## src/rtl/pipe_hazard_scoreboard_pkg.sv

```systemverilog
// Shared pipeline definitions: stage-entry record, forwarding-select encoding and
// stage index constants used by the hazard scoreboard.
package pipe_hazard_scoreboard_pkg;

    // Entries carry a fixed-width destination; narrower register addresses are zero-extended.
    localparam int unsigned MAX_RADDR_W = 8;

    localparam int unsigned FWD_RF  = 0;
    localparam int unsigned STG_EX  = 1;
    localparam int unsigned STG_MEM = 2;
    localparam int unsigned STG_WB  = 3;

    typedef struct packed {
        logic                   valid;
        logic                   we;
        logic                   late;
        logic [MAX_RADDR_W-1:0] dst;
    } stg_entry_t;

endpackage

```

## src/rtl/pipe_hazard_scoreboard_fwd_select.sv

```systemverilog
// Per-source priority match over the tracked stages: picks the youngest producer,
// returns the forwarded operand or flags a late-result hazard.
module fwd_select
    import pipe_hazard_scoreboard_pkg::*;
#(
    parameter int unsigned DATA_W     = 16,
    parameter int unsigned RADDR_W    = 4,
    parameter int unsigned STAGES     = 3,
    parameter int unsigned LATE_STAGE = 2,
    parameter int unsigned R0_ZERO    = 0,
    parameter int unsigned SEL_W      = $clog2(STAGES + 1)
) (
    input  stg_entry_t [STAGES-1:0]        entries,
    input  logic       [RADDR_W-1:0]       src_addr,
    input  logic                           src_used,
    input  logic       [DATA_W-1:0]        rf_data,
    input  logic       [STAGES*DATA_W-1:0] stg_result,
    output logic       [SEL_W-1:0]         sel,
    output logic       [DATA_W-1:0]        data,
    output logic                           hazard
);

    logic              eligible;
    logic              hit;
    logic              hit_late;
    logic              hit_early;
    logic [SEL_W-1:0]  hit_stg;
    logic [DATA_W-1:0] hit_data;

    always_comb begin
        eligible  = src_used && !((R0_ZERO != 0) && (src_addr == '0));
        hit       = 1'b0;
        hit_late  = 1'b0;
        hit_early = 1'b0;
        hit_stg   = '0;
        hit_data  = '0;
        // Scan oldest to youngest so the lowest-numbered stage overwrites older matches.
        for (int k = int'(STAGES) - 1; k >= 0; k--) begin
            if (eligible && entries[k].valid && entries[k].we &&
                entries[k].dst == MAX_RADDR_W'(src_addr)) begin
                hit       = 1'b1;
                hit_late  = entries[k].late;
                hit_early = (k + 1) < int'(LATE_STAGE);
                hit_stg   = SEL_W'(k + 1);
                hit_data  = stg_result[k*DATA_W +: DATA_W];
            end
        end
        hazard = hit && hit_late && hit_early;
        if (hit && !hazard) begin
            sel  = hit_stg;
            data = hit_data;
        end else begin
            sel  = SEL_W'(FWD_RF);
            data = rf_data;
        end
    end

endmodule

```

## src/rtl/pipe_hazard_scoreboard.sv

```systemverilog
// Hazard tracker and operand-forwarding unit: shift register of in-flight destinations,
// per-source forwarding selects, load-use stall and saturating stall counter.
module pipe_hazard_scoreboard
    import pipe_hazard_scoreboard_pkg::*;
#(
    parameter int unsigned DATA_W     = 16,
    parameter int unsigned RADDR_W    = 4,
    parameter int unsigned STAGES     = 3,
    parameter int unsigned NSRC       = 2,
    parameter int unsigned LATE_STAGE = 2,
    parameter int unsigned R0_ZERO    = 0,
    parameter int unsigned SEL_W      = $clog2(STAGES + 1)
) (
    input  logic                      clk,
    input  logic                      rst,
    input  logic                      id_valid,
    input  logic [NSRC*RADDR_W-1:0]   id_src_addr,
    input  logic [NSRC-1:0]           id_src_used,
    input  logic [RADDR_W-1:0]        id_dst_addr,
    input  logic                      id_dst_we,
    input  logic                      id_dst_late,
    input  logic                      flush,
    input  logic                      halt,
    input  logic [NSRC*DATA_W-1:0]    rf_data,
    input  logic [STAGES*DATA_W-1:0]  stg_result,
    output logic [NSRC*SEL_W-1:0]     fwd_sel,
    output logic [NSRC*DATA_W-1:0]    fwd_data,
    output logic                      stall,
    output logic [STAGES-1:0]         stg_valid,
    output logic [15:0]               stall_cnt
);

    localparam logic [15:0] CNT_MAX = 16'hFFFF;

    stg_entry_t [STAGES-1:0] entries_q;
    stg_entry_t [STAGES-1:0] entries_d;
    stg_entry_t              id_entry;
    logic       [15:0]       stall_cnt_q;
    logic       [15:0]       stall_cnt_d;
    logic       [NSRC-1:0]   hazard;

    for (genvar s = 0; s < NSRC; s++) begin : g_src
        fwd_select #(
            .DATA_W     (DATA_W),
            .RADDR_W    (RADDR_W),
            .STAGES     (STAGES),
            .LATE_STAGE (LATE_STAGE),
            .R0_ZERO    (R0_ZERO),
            .SEL_W      (SEL_W)
        ) u_fwd_select (
            .entries    (entries_q),
            .src_addr   (id_src_addr[s*RADDR_W +: RADDR_W]),
            .src_used   (id_src_used[s]),
            .rf_data    (rf_data[s*DATA_W +: DATA_W]),
            .stg_result (stg_result),
            .sel        (fwd_sel[s*SEL_W +: SEL_W]),
            .data       (fwd_data[s*DATA_W +: DATA_W]),
            .hazard     (hazard[s])
        );
    end

    // Flush dominates a hazard: the squashed instruction must not hold the front end.
    assign stall = id_valid && !flush && (|hazard);

    always_comb begin
        id_entry       = '0;
        id_entry.valid = id_valid && !stall && !flush;
        id_entry.we    = id_dst_we;
        id_entry.late  = id_dst_late;
        id_entry.dst   = MAX_RADDR_W'(id_dst_addr);

        entries_d   = entries_q;
        stall_cnt_d = stall_cnt_q;
        if (!halt) begin
            entries_d[STG_EX-1] = id_entry;
            for (int k = 1; k < int'(STAGES); k++) begin
                entries_d[k] = entries_q[k-1];
            end
            if (stall && stall_cnt_q != CNT_MAX) begin
                stall_cnt_d = stall_cnt_q + 16'd1;
            end
        end
    end

    always_ff @(posedge clk) begin
        if (rst) begin
            entries_q   <= '0;
            stall_cnt_q <= '0;
        end else begin
            entries_q   <= entries_d;
            stall_cnt_q <= stall_cnt_d;
        end
    end

    always_comb begin
        stg_valid = '0;
        for (int k = 0; k < int'(STAGES); k++) begin
            stg_valid[k] = entries_q[k].valid;
        end
    end

    assign stall_cnt = stall_cnt_q;

endmodule

```

## config.mk

```make
export PLATFORM = sky130hd
export DESIGN_NAME = pipe_hazard_scoreboard
export DESIGN_NICKNAME = d
export VERILOG_FILES = /design/src/rtl/pipe_hazard_scoreboard_pkg.sv /design/src/rtl/pipe_hazard_scoreboard_fwd_select.sv /design/src/rtl/pipe_hazard_scoreboard.sv
export SDC_FILE = /design/constraint.sdc
export NUM_CORES = 1
export LEC_CHECK = 0
export BUFFER_PORTS_ARGS = -buffer_cell sky130_fd_sc_hd__buf_2
export CORE_ASPECT_RATIO = 1.25
export CORE_MARGIN = 2
export CORE_UTILIZATION = 41
export DETAILED_ROUTE_END_ITERATION = 6
export HOLD_SLACK_MARGIN = 0.03
export PLACE_DENSITY = 0.88
export SETUP_SLACK_MARGIN = 0.2
export SLEW_MARGIN = 40
export SYNTH_ARGS = -nofsm -noshare
export SYNTH_HDL_FRONTEND = slang
export SYNTH_SLANG_ARGS = --single-unit
```

## constraint.sdc

```tcl
create_clock -name clk -period 2 [get_ports clk]
set_clock_uncertainty 0.15 [all_clocks]
set_input_delay 0 -clock clk [delete_from_list [all_inputs] [get_ports clk]]
set_output_delay 0 -clock clk [all_outputs]
set_load 0.02 [all_outputs]
```

==> results of run 1 <==
[kinds of logic (layout without fill, tap and decap cells)]
| family | Yosys count | count (layout) | synth area share (%) |
|---|---|---|---|
| AND/OR/NAND/NOR | 125 | 125 | 23.2 |
| flip-flops | 35 | 35 | 24.4 |
| buffers and inverters | 29 | 231 | 5.23 |
| adder cells (fa/ha/maj) | 1 | 1 | 0.436 |
| AO/OA/AOI/OAI | 106 | 106 | 28.6 |
| XOR/XNOR | 35 | 35 | 10.7 |
| multiplexers | 21 | 21 | 7.41 |
| other | 0 | 5 | 0 |
[flip-flops by register name, summed over array words and instances, names as in the netlist]
register	flops
entries_q	16
stall_cnt	16
stg_valid	3
[placed cells by master (no fill, tap or decap), drive strengths merged, types with 4 or more instances in the layout]
| cell | netlist | routed |
|---|---|---|
| nor3b | 10 | 10 |
| xor2 | 24 | 24 |
| diode | 0 | 5 |
| a221o | 16 | 16 |
| clkbuf | 13 | 10 |
| dlygate4sd3 | 0 | 8 |
| o21bai | 9 | 9 |
| buf | 14 | 210 |
| nand4 | 8 | 8 |
| mux2i | 19 | 19 |
| or2 | 7 | 7 |
| dfxtp | 35 | 35 |
| nand3 | 6 | 6 |
| and3 | 5 | 5 |
| a21oi | 4 | 4 |
| nor2 | 47 | 47 |
| o221a | 16 | 16 |
| o22a | 7 | 7 |
| nand2 | 21 | 21 |
| o2111ai | 6 | 6 |
| o21ai | 42 | 42 |
| xnor2 | 11 | 11 |
[power by group through the flow]
| stage | registers (uW) | logic, uW | clock network, uW |
|---|---|---|---|
| 4_1_cts | 727 | 442 | 524 |
| 6_report | 727 | 529 | 518 |
| 3_3_place_gp | 742 | 373 | 0 |
| 2_1_floorplan | 741 | 195 | 0 |
| 3_5_place_dp | 743 | 383 | 0 |
| 5_1_grt | 729 | 549 | 552 |
[per-layer routing]
layer,global-route usage (%),routed length (um),up-vias
met3,10.4,1470,86
li1,-,-,1721
met2,53.5,7000,299
met5,0,44,-
met1,27.9,5000,1869
met4,12.1,784,6
[worst max path at each step]
stage / slack, ns / startpoint / cells after the start / end
final: -0.34 / entries_q[14]$_SDFFE_PP0N_ / 8 / fwd_data[14]
after global routing: -0.39 / entries_q[14]$_SDFFE_PP0N_ / 8 / fwd_data[1]
after CTS: -0.29 / entries_q[12]$_SDFFE_PP0N_ / 8 / fwd_data[8]
after detailed placement: -0.04 / entries_q[0]$_SDFFE_PP0N_ / 8 / fwd_data[30]
after global placement: -0.02 / entries_q[2]$_SDFFE_PP0N_ / 9 / fwd_data[20]
after floorplan: 0.15 / entries_q[2]$_SDFFE_PP0N_ / 6 / stall_cnt[15]$_SDFFE_PP0P_
[repair_timing]
item	CTS	global route
setup buffers	13	6
resized for setup	111	115
setup endpoints to repair	54	54
endpoints found under the hold margin	20	0
cloned	5	5
hold buffers	8	0
pin swaps	27	38
[through the flow]
stage          hold slack, ns  setup slack [ns]  std cells  TNS (ns)
2_1_floorplan          -0.114             0.147        352         0
3_3_place_gp           0.0814           -0.0241        600   -0.0862
3_5_place_dp           0.0888           -0.0356        600    -0.204
4_1_cts                0.0651            -0.291        633     -8.65
5_1_grt                0.0975            -0.388        646    -14.51
6_report               0.0670            -0.343        649    -11.35
[critical path, cell delays in order (launching register included)]
cell	delay (ns)
dfxtp_4	0.37
xor2_4	0.19
nor3_4	0.30
o2bb2a_4	0.20
mux2_4	0.35
clkbuf_16	0.20
nand2_2	0.10
o21ai_4	0.07
buf_6	0.13
[layout make-up]
cell class / instances / area [sq um] / share of cell area [%]
multi-input combinational: 288 / 2800 / 50.2
timing repair buffer: 222 / 1820 / 32.6
sequential: 35 / 738 / 13.2
tap: 90 / 113 / 2.02
clock buffer: 6 / 82.6 / 1.48
antenna: 5 / 12.5 / 0.225
inverter: 2 / 7.51 / 0.135
clock inverter: 1 / 5.00 / 0.0898
==> run_results.csv, run 1 <==
group,metric,value,unit
status,status,"finished, violations left",
status,violations,"negative setup slack",
power_and_ir_drop,p_total,1770,uW
critical_path,critical_path_required,1.85,ns
logic_synthesis,syn-num-nets,454,
cells_and_area,fin_nets,656,
power_and_ir_drop,pwr-share-clk,29.2,%
logic_synthesis,synthArstFlopShare,0,%
place,hpwl,8.03,mm
timing,timing.final.crit_share,117,%
logic_synthesis,synth_warnings,0,
place,place_area,4170,sq um
die,die_y,97.5,um
power_and_ir_drop,power_density,318,nW/um^2
critical_path,worstSetupPathType,"reg -> out",
power_and_ir_drop,p_int,1250,uW
power_and_ir_drop,p_comb_share,29.8,%
clocking,cts-root-buf,"clkbuf_8",
cells_and_area,area_growth,94.1,%
critical_path,regToRegStartpoint,"entries_q[2]$_SDFFE_PP0N_",
clocking,tritoncts,"yes",
logic_synthesis,ys.flop_type,"dfxtp_1",
clocking,clk_pin_slew,0.07,ns
logic_synthesis,synth.top_cells.by_area,"dfxtp_1, xor2_1, mux2i_1",
critical_path,crit_fanout,6,
detailed_routing,firstDrtPassIters,6,
cells_and_area,num-fill-cells,382,
worst_hold_path,hold_path_depth,4,
logic_synthesis,synth_largest_area_cell,"dfxtp_1",
timing,grt_setup_unrepaired,"true",
clocking,cts.path.max_buffers,2,
clocking,worstSkewPairLatency,0.28,ns
logic_synthesis,syn-cell-area,2870,sq um
logic_synthesis,syn-instance-count,352,
die,fp.dieW,78.8,um
critical_path,reg2reg_slack,-0.17,ns
critical_path,r2r_cells,12,
global_routing,grt_max_degree,23,
power_and_ir_drop,vdd_drop_max,0.000426,V
cells_and_area,drive_gt1_share,63.5,%
timing,fin_crit,2.34,ns
die,die_area,7690,sq um
global_routing,overflow,0,
logic_synthesis,ys_ff_latch,35,
clocking,cts_buffers,5,
die,io_pins,157,
die,row_count,34,
timing,hold_viol,0,
die,initial_core_util,41.6,%
detailed_routing,antenna_left,0,
timing,tightest_slew,0.498,ns
timing,max_slew_margin,66.5,%
detailed_routing,drt-initial-drc-count,345,
detailed_routing,wl_per_cell,22.0,um
timing,fin_ws,-0.343,ns
critical_path,worstPathArrival,2.19,ns
logic_synthesis,syn_avg_cell_area,8.15,sq um
worst_hold_path,holdCritPathClass,"in -> reg",
global_routing,grt_pass1_vias,3627,
power_and_ir_drop,seqPwrFrac,41.0,%
logic_synthesis,synth_seq_area_share,24.4,%
run,maxCapViolCount,0,
detailed_routing,routed_via_density,6.13,
clocking,htreeDepth,2,
cells_and_area,utilization,80.8,%
cells_and_area,finish.instance_area,5570,sq um
logic_synthesis,synth_largest_type_area_fraction,24.4,%
global_routing,antenna_found_initial,8,
global_routing,grt_pass1_wl,17.5,mm
timing,setup_viol,47,
logic_synthesis,synthDistinctLibCells,47,
place,io_buffers,156,
place,finalWeightedCongestion,0.865,
logic_synthesis,synth_edf_count,0,
global_routing,track_usage,28.7,%
critical_path,cp-end-kind,"output port",
power_and_ir_drop,swShare,29.6,%
timing,maxSlewViolCount,0,
detailed_routing,totalWireLength,14.3,mm
critical_path,startpoint_type,"flip-flop",
logic_synthesis,yosysMostFrequentCell,"nor2_1",
critical_path,r2r-end,"stall_cnt[4]$_SDFFE_PP0P_",
detailed_routing,drcViolationCount,0,
worst_hold_path,min-delay-start,"id_valid",
power_and_ir_drop,p_leak,0.00238,uW
logic_synthesis,synth.cells.most_frequent,"nor2_1, dfxtp_1, o21ai_0, xor2_1, nand2_1",
die,core_area,6890,sq um
detailed_routing,vias,3981,
power_and_ir_drop,p_switching,525,uW
clocking,clock-sinks,35,
worst_hold_path,holdPathEnd,"stg_valid[0]$_SDFFE_PP0N_",
timing,fmax,0.427,GHz
No activity file was read; power rests on OpenSTA's default activity.
==> run 2: changes to the inputs <==
SETUP_SLACK_MARGIN = 0.05   (was 0.2)
==> run 2 against run 1 <==
  * Combinational power decreased by 9.3%
  * Design area shrank 8.4%
  * Setup slack improved by 0.031 ns
  * Flip-flop and latch count stayed put
  * Cell count grew 0.31%
  * Global-route usage decreased by 1.8 points
  * Critical path depth up 2
  * The run still ends with negative setup slack left
  * Largest power group unchanged
  * First-iteration DRC count is 46% lower
  * Die area did not move
  * Critical endpoint is now fwd_data[23]
  * Sequential power is essentially flat
  * Non-clock buffer count is 2 higher
==> run_results.csv, run 2 (same netlist as run 1, synthesis figures left out) <==
group,metric,value,unit
detailed_routing,totalWireLength,12.7,mm
critical_path,crit_fanout,14,
clocking,cts.path.max_buffers,2,
place,dp_cells,609,
cells_and_area,drive_gt1_share,57.8,%
cells_and_area,final_cell_mix,"buf_2, nor2_1, buf_4, buf_6, xor2_1",
global_routing,antenna_found_initial,7,
critical_path,worstSetupPathType,"reg -> out",
detailed_routing,firstDrtPassIters,5,
global_routing,grt_pass1_wl,16.6,mm
critical_path,worstPathArrival,2.16,ns
clocking,cts_buffers,5,
cells_and_area,area_growth,77.9,%
global_routing,track_usage,26.9,%
timing,fin_ws,-0.311,ns
cells_and_area,utilization,74.1,%
die,row_count,34,
critical_path,critical_path_required,1.85,ns
place,hpwl,7.86,mm
timing,maxSlewViolCount,0,
die,die_area,7690,sq um
die,initial_core_util,41.6,%
critical_path,r2r_cells,7,
timing,fin_hold_ws,0.139,ns
timing,timing.final.crit_share,116,%
power_and_ir_drop,power_density,347,nW/um^2
global_routing,grt_max_degree,33,
cells_and_area,fin_nets,658,
die,core_area,6890,sq um
detailed_routing,drt-initial-drc-count,187,
critical_path,setup.worst_path.end,"fwd_data[23]",
die,fp.dieW,78.8,um
timing,max_slew_margin,78.0,%
timing,fin_crit,2.31,ns
detailed_routing,drcViolationCount,0,
timing,setup_viol,37,
die,die_y,97.5,um
clocking,htreeDepth,2,
place,io_buffers,156,
cells_and_area,num-fill-cells,491,
timing,fmax,0.433,GHz
place,finalWeightedCongestion,0.906,
global_routing,grt_pass1_vias,3676,
global_routing,overflow,0,
status,violations,"negative setup slack",
clocking,cts-root-buf,"clkbuf_8",
detailed_routing,antenna_left,0,
power_and_ir_drop,vdd_drop_max,0.000454,V
power_and_ir_drop,p_leak,0.00230,uW
clocking,clock-sinks,35,
power_and_ir_drop,p_total,1770,uW
die,io_pins,157,
cells_and_area,finish.instance_area,5100,sq um
critical_path,r2r-end,"stall_cnt[11]$_SDFFE_PP0P_",
run,maxCapViolCount,0,
timing,grt_setup_unrepaired,"true",
timing,hold_viol,0,
status,status,"finished, violations left",
critical_path,regToRegStartpoint,"entries_q[1]$_SDFFE_PP0N_",
critical_path,cp-startpoint,"entries_q[14]$_SDFFE_PP0N_",
place,place_area,3980,sq um
detailed_routing,wl_per_cell,19.6,um
critical_path,startpoint_type,"flip-flop",
cells_and_area,instances_no_fill,651,
critical_path,cp-end-kind,"output port",
worst_hold_path,holdCritPathClass,"in -> out",
clocking,worstSkewPairLatency,0.29,ns
detailed_routing,vias,3865,
cells_and_area,final_common_cell,"buf_2",
detailed_routing,routed_via_density,5.94,
timing,tightest_slew,0.330,ns
critical_path,reg2reg_slack,-0.02,ns
clocking,clk_pin_slew,0.06,ns
clocking,tritoncts,"yes",
==> run 2: final cells by class <==
cell class,instances,area [sq um],share of cell area (%)
clock buffer,8,100,1.96
inverter,2,7.51,0.147
tap,90,113,2.21
multi-input combinational,288,2440,47.8
antenna,4,10.0,0.196
sequential,35,732,14.3
timing repair buffer,224,1700,33.4
==> run 2: routing by layer <==
layer	routed length, um	vias up	global-route usage (%)
li1	-	1732	-
met2	6630	248	48.9
met4	477	6	14.1
met3	1210	59	8.09
met1	4380	1820	27.0
met5	41	-	0
==> run 2: what timing repair did <==
action,CTS,global route
setup endpoints to repair,39,49
hold endpoints to repair,20,0
cloned,0,6
hold buffers,9,0
pin swaps,9,32
resized for setup,90,116
buffers inserted,5,10
==> run 2: worst min path at each step <==
stage                                end            from  cells past startpoint
6_report                     fwd_data[2]      rf_data[2]                      4
5_1_grt                      fwd_data[2]      rf_data[2]                      4
4_1_cts                      fwd_data[0]      rf_data[0]                      4
3_5_place_dp   entries_q[3]$_SDFFE_PP0N_  id_dst_addr[3]                      3
3_3_place_gp   entries_q[3]$_SDFFE_PP0N_  id_dst_addr[3]                      3
2_1_floorplan                      stall           flush                      1
==> run 2: metrics by stage <==
| step | setup slack [ns] | TNS, ns |
|---|---|---|
| 2_1_floorplan | -0.0933 | -0.653 |
| 3_3_place_gp | -0.0131 | -0.0189 |
| 3_5_place_dp | -0.0666 | -0.122 |
| 4_1_cts | -0.258 | -7.09 |
| 5_1_grt | -0.409 | -12.57 |
| 6_report | -0.311 | -8.59 |
==> run 2: power breakdown <==
part / switching [uW] / leakage [uW] / internal (uW) / total, uW
Combinational: 235 / 0.00196 / 244 / 480
Clock: 253 / 0.0000515 / 314 / 568
Sequential: 17.7 / 0.000292 / 708 / 725
==> run 2: critical path: stages (launching register included) <==
cell and delay [ns]:
dfxtp_4 0.36, xor2_2 0.18, nor3_2 0.18, nand4_1 0.13
buf_6 0.16, buf_12 0.14, nand2_2 0.06, o21a_4 0.16
clkbuf_16 0.17, o221a_2 0.21, buf_6 0.12
==> run 3: changes to the inputs <==
SETUP_SLACK_MARGIN = unset   (was 0.05)
==> run 3 against run 2 <==
  * The run still ends with negative setup slack left
  * Count of clock-buffer cells in the layout stayed put
  * Sequential share of layout area is 0.60 points higher
  * Flip-flop and latch count stayed put
  * First-iteration DRC count is 21% lower
  * Cell count is 1.4% lower
  * Die area stayed put
  * Setup slack worse by 0.033 ns
  * Combinational power is 4.6% lower
  * Critical path type unchanged
  * Largest power group unchanged
==> run_results.csv, run 3 (same netlist as run 1, synthesis figures left out) <==
group,metric,value,unit
cells_and_area,drive_gt1_share,53.6,%
clocking,htreeDepth,2,
detailed_routing,vias,3760,
detailed_routing,totalWireLength,11.9,mm
detailed_routing,drcViolationCount,0,
clocking,clk_pin_slew,0.07,ns
die,core_area,6890,sq um
die,io_pins,157,
die,die_area,7690,sq um
detailed_routing,routed_via_density,5.86,
global_routing,overflow,0,
cells_and_area,final_cell_mix,"buf_2, buf_4, nor2_1, buf_6, o21ai_0",
timing,fin_setup_tns,-10.57,ns
global_routing,grt_pass1_wl,16.1,mm
critical_path,startpoint_type,"flip-flop",
critical_path,crit_fanout,8,
clocking,clock-sinks,35,
critical_path,worstPathArrival,2.19,ns
critical_path,r2r-end,"stall_cnt[15]$_SDFFE_PP0P_",
cells_and_area,regArea,721,sq um
global_routing,grt_pass1_vias,3428,
timing,timing.final.crit_share,117,%
detailed_routing,drt-initial-drc-count,147,
power_and_ir_drop,p_leak,0.00215,uW
place,place_area,3930,sq um
die,row_count,34,
detailed_routing,antenna_left,0,
clocking,cts_buffers,5,
worst_hold_path,holdCritPathClass,"in -> reg",
clocking,cts-root-buf,"clkbuf_8",
clocking,cts.path.max_buffers,2,
clocking,tritoncts,"yes",
detailed_routing,wl_per_cell,18.6,um
critical_path,regToRegStartpoint,"entries_q[2]$_SDFFE_PP0N_",
status,status,"finished, violations left",
timing,fin_ws,-0.344,ns
global_routing,grt_max_degree,33,
power_and_ir_drop,vdd_drop_max,0.000443,V
power_and_ir_drop,power_density,364,nW/um^2
critical_path,worstSetupPathType,"reg -> out",
critical_path,setup.worst_path.end,"fwd_data[11]",
critical_path,reg2reg_slack,-0.15,ns
die,die_y,97.5,um
global_routing,antenna_found_initial,6,
cells_and_area,final_common_cell,"buf_2",
die,fp.dieW,78.8,um
timing,grt_setup_unrepaired,"true",
timing,setup_viol,44,
timing,hold_viol,0,
timing,tightest_slew,0.335,ns
die,initial_core_util,41.6,%
place,finalWeightedCongestion,0.858,
timing,fin_crit,2.34,ns
global_routing,track_usage,26.5,%
critical_path,cp-startpoint,"entries_q[13]$_SDFFE_PP0N_",
critical_path,r2r_cells,9,
cells_and_area,num-fill-cells,518,
timing,maxSlewViolCount,0,
cells_and_area,fin_nets,651,
cells_and_area,multi_input_area,2330,sq um
place,io_buffers,156,
timing,fmax,0.427,GHz
cells_and_area,area_growth,68.1,%
detailed_routing,firstDrtPassIters,5,
timing,max_slew_margin,77.7,%
critical_path,cp-end-kind,"output port",
clocking,worstSkewPairLatency,0.29,ns
cells_and_area,finish.instance_area,4820,sq um
run,maxCapViolCount,0,
critical_path,critical_path_required,1.85,ns
place,hpwl,7.83,mm
status,violations,"negative setup slack",
[run 3: worst max-delay path, cell delays in order, from the launching register on]
cell	delay [ns]
dfxtp_1	0.36
xor2_1	0.25
nor3_4	0.09
buf_6	0.13
a211oi_4	0.23
buf_4	0.17
clkbuf_16	0.14
a221o_1	0.12
o21ai_0	0.09
o21ai_1	0.16
buf_4	0.17
[run 3: through the flow]
stage / total power (uW) / std cells / setup WS, ns / utilization (%) / hold slack (ns)
after floorplan: 910 / 352 / -0.0933 / - / -0.0989
after global placement: 1100 / 606 / -0.0556 / 57.0 / 0.0786
after CTS: 1710 / 626 / -0.230 / 63.2 / 0.0384
after global routing: 1820 / 640 / -0.450 / 69.9 / 0.0489
final: 1760 / 642 / -0.344 / 70.0 / 0.0457
after detailed placement: 1100 / 606 / -0.0725 / 57.0 / 0.0898
[run 3: power breakdown]
part / total [uW] / switching, uW / internal [uW]
combinational: 458 / 224 / 234
sequential: 728 / 18.1 / 710
clock: 570 / 256 / 314
[run 3: repair_timing]
action / in CTS / in global routing
pin swaps: 8 / 24
gates resized for setup: 66 / 72
hold buffers: 8 / 0
gates cloned: 0 / 3
endpoints found under the setup margin: 39 / 51
endpoints found under the hold margin: 22 / 0
buffers inserted: 4 / 13
[run 3: worst min path at each step]
stage                    from                   endpoint  slack, ns  cells after the start
2_1_floorplan           flush                      stall       -0.1                      1
3_3_place_gp   id_dst_addr[2]  entries_q[2]$_SDFFE_PP0N_       0.08                      3
3_5_place_dp   id_dst_addr[0]  entries_q[0]$_SDFFE_PP0N_       0.09                      3
4_1_cts              id_valid  stg_valid[0]$_SDFFE_PP0N_       0.04                      4
5_1_grt              id_valid  stg_valid[0]$_SDFFE_PP0N_       0.05                      4
6_report             id_valid  stg_valid[0]$_SDFFE_PP0N_       0.05                      4
[run 3: layout make-up]
cell class,count,area share [%]
Multi-Input combinational cell,288,48.3
Clock buffer,8,2.07
Tap cell,90,2.33
Antenna cell,2,0.104
Timing Repair Buffer,217,32.1
Sequential cell,35,14.9
Inverter,2,0.156
[run 3: routing by layer]
metal  vias up  track usage [%]  wire [um]
met5         -                0         46
met4         8             13.5        656
met3        68             8.18       1180
met2       241             48.3       5860
met1      1742             26.6       4190
li1       1701                -          -
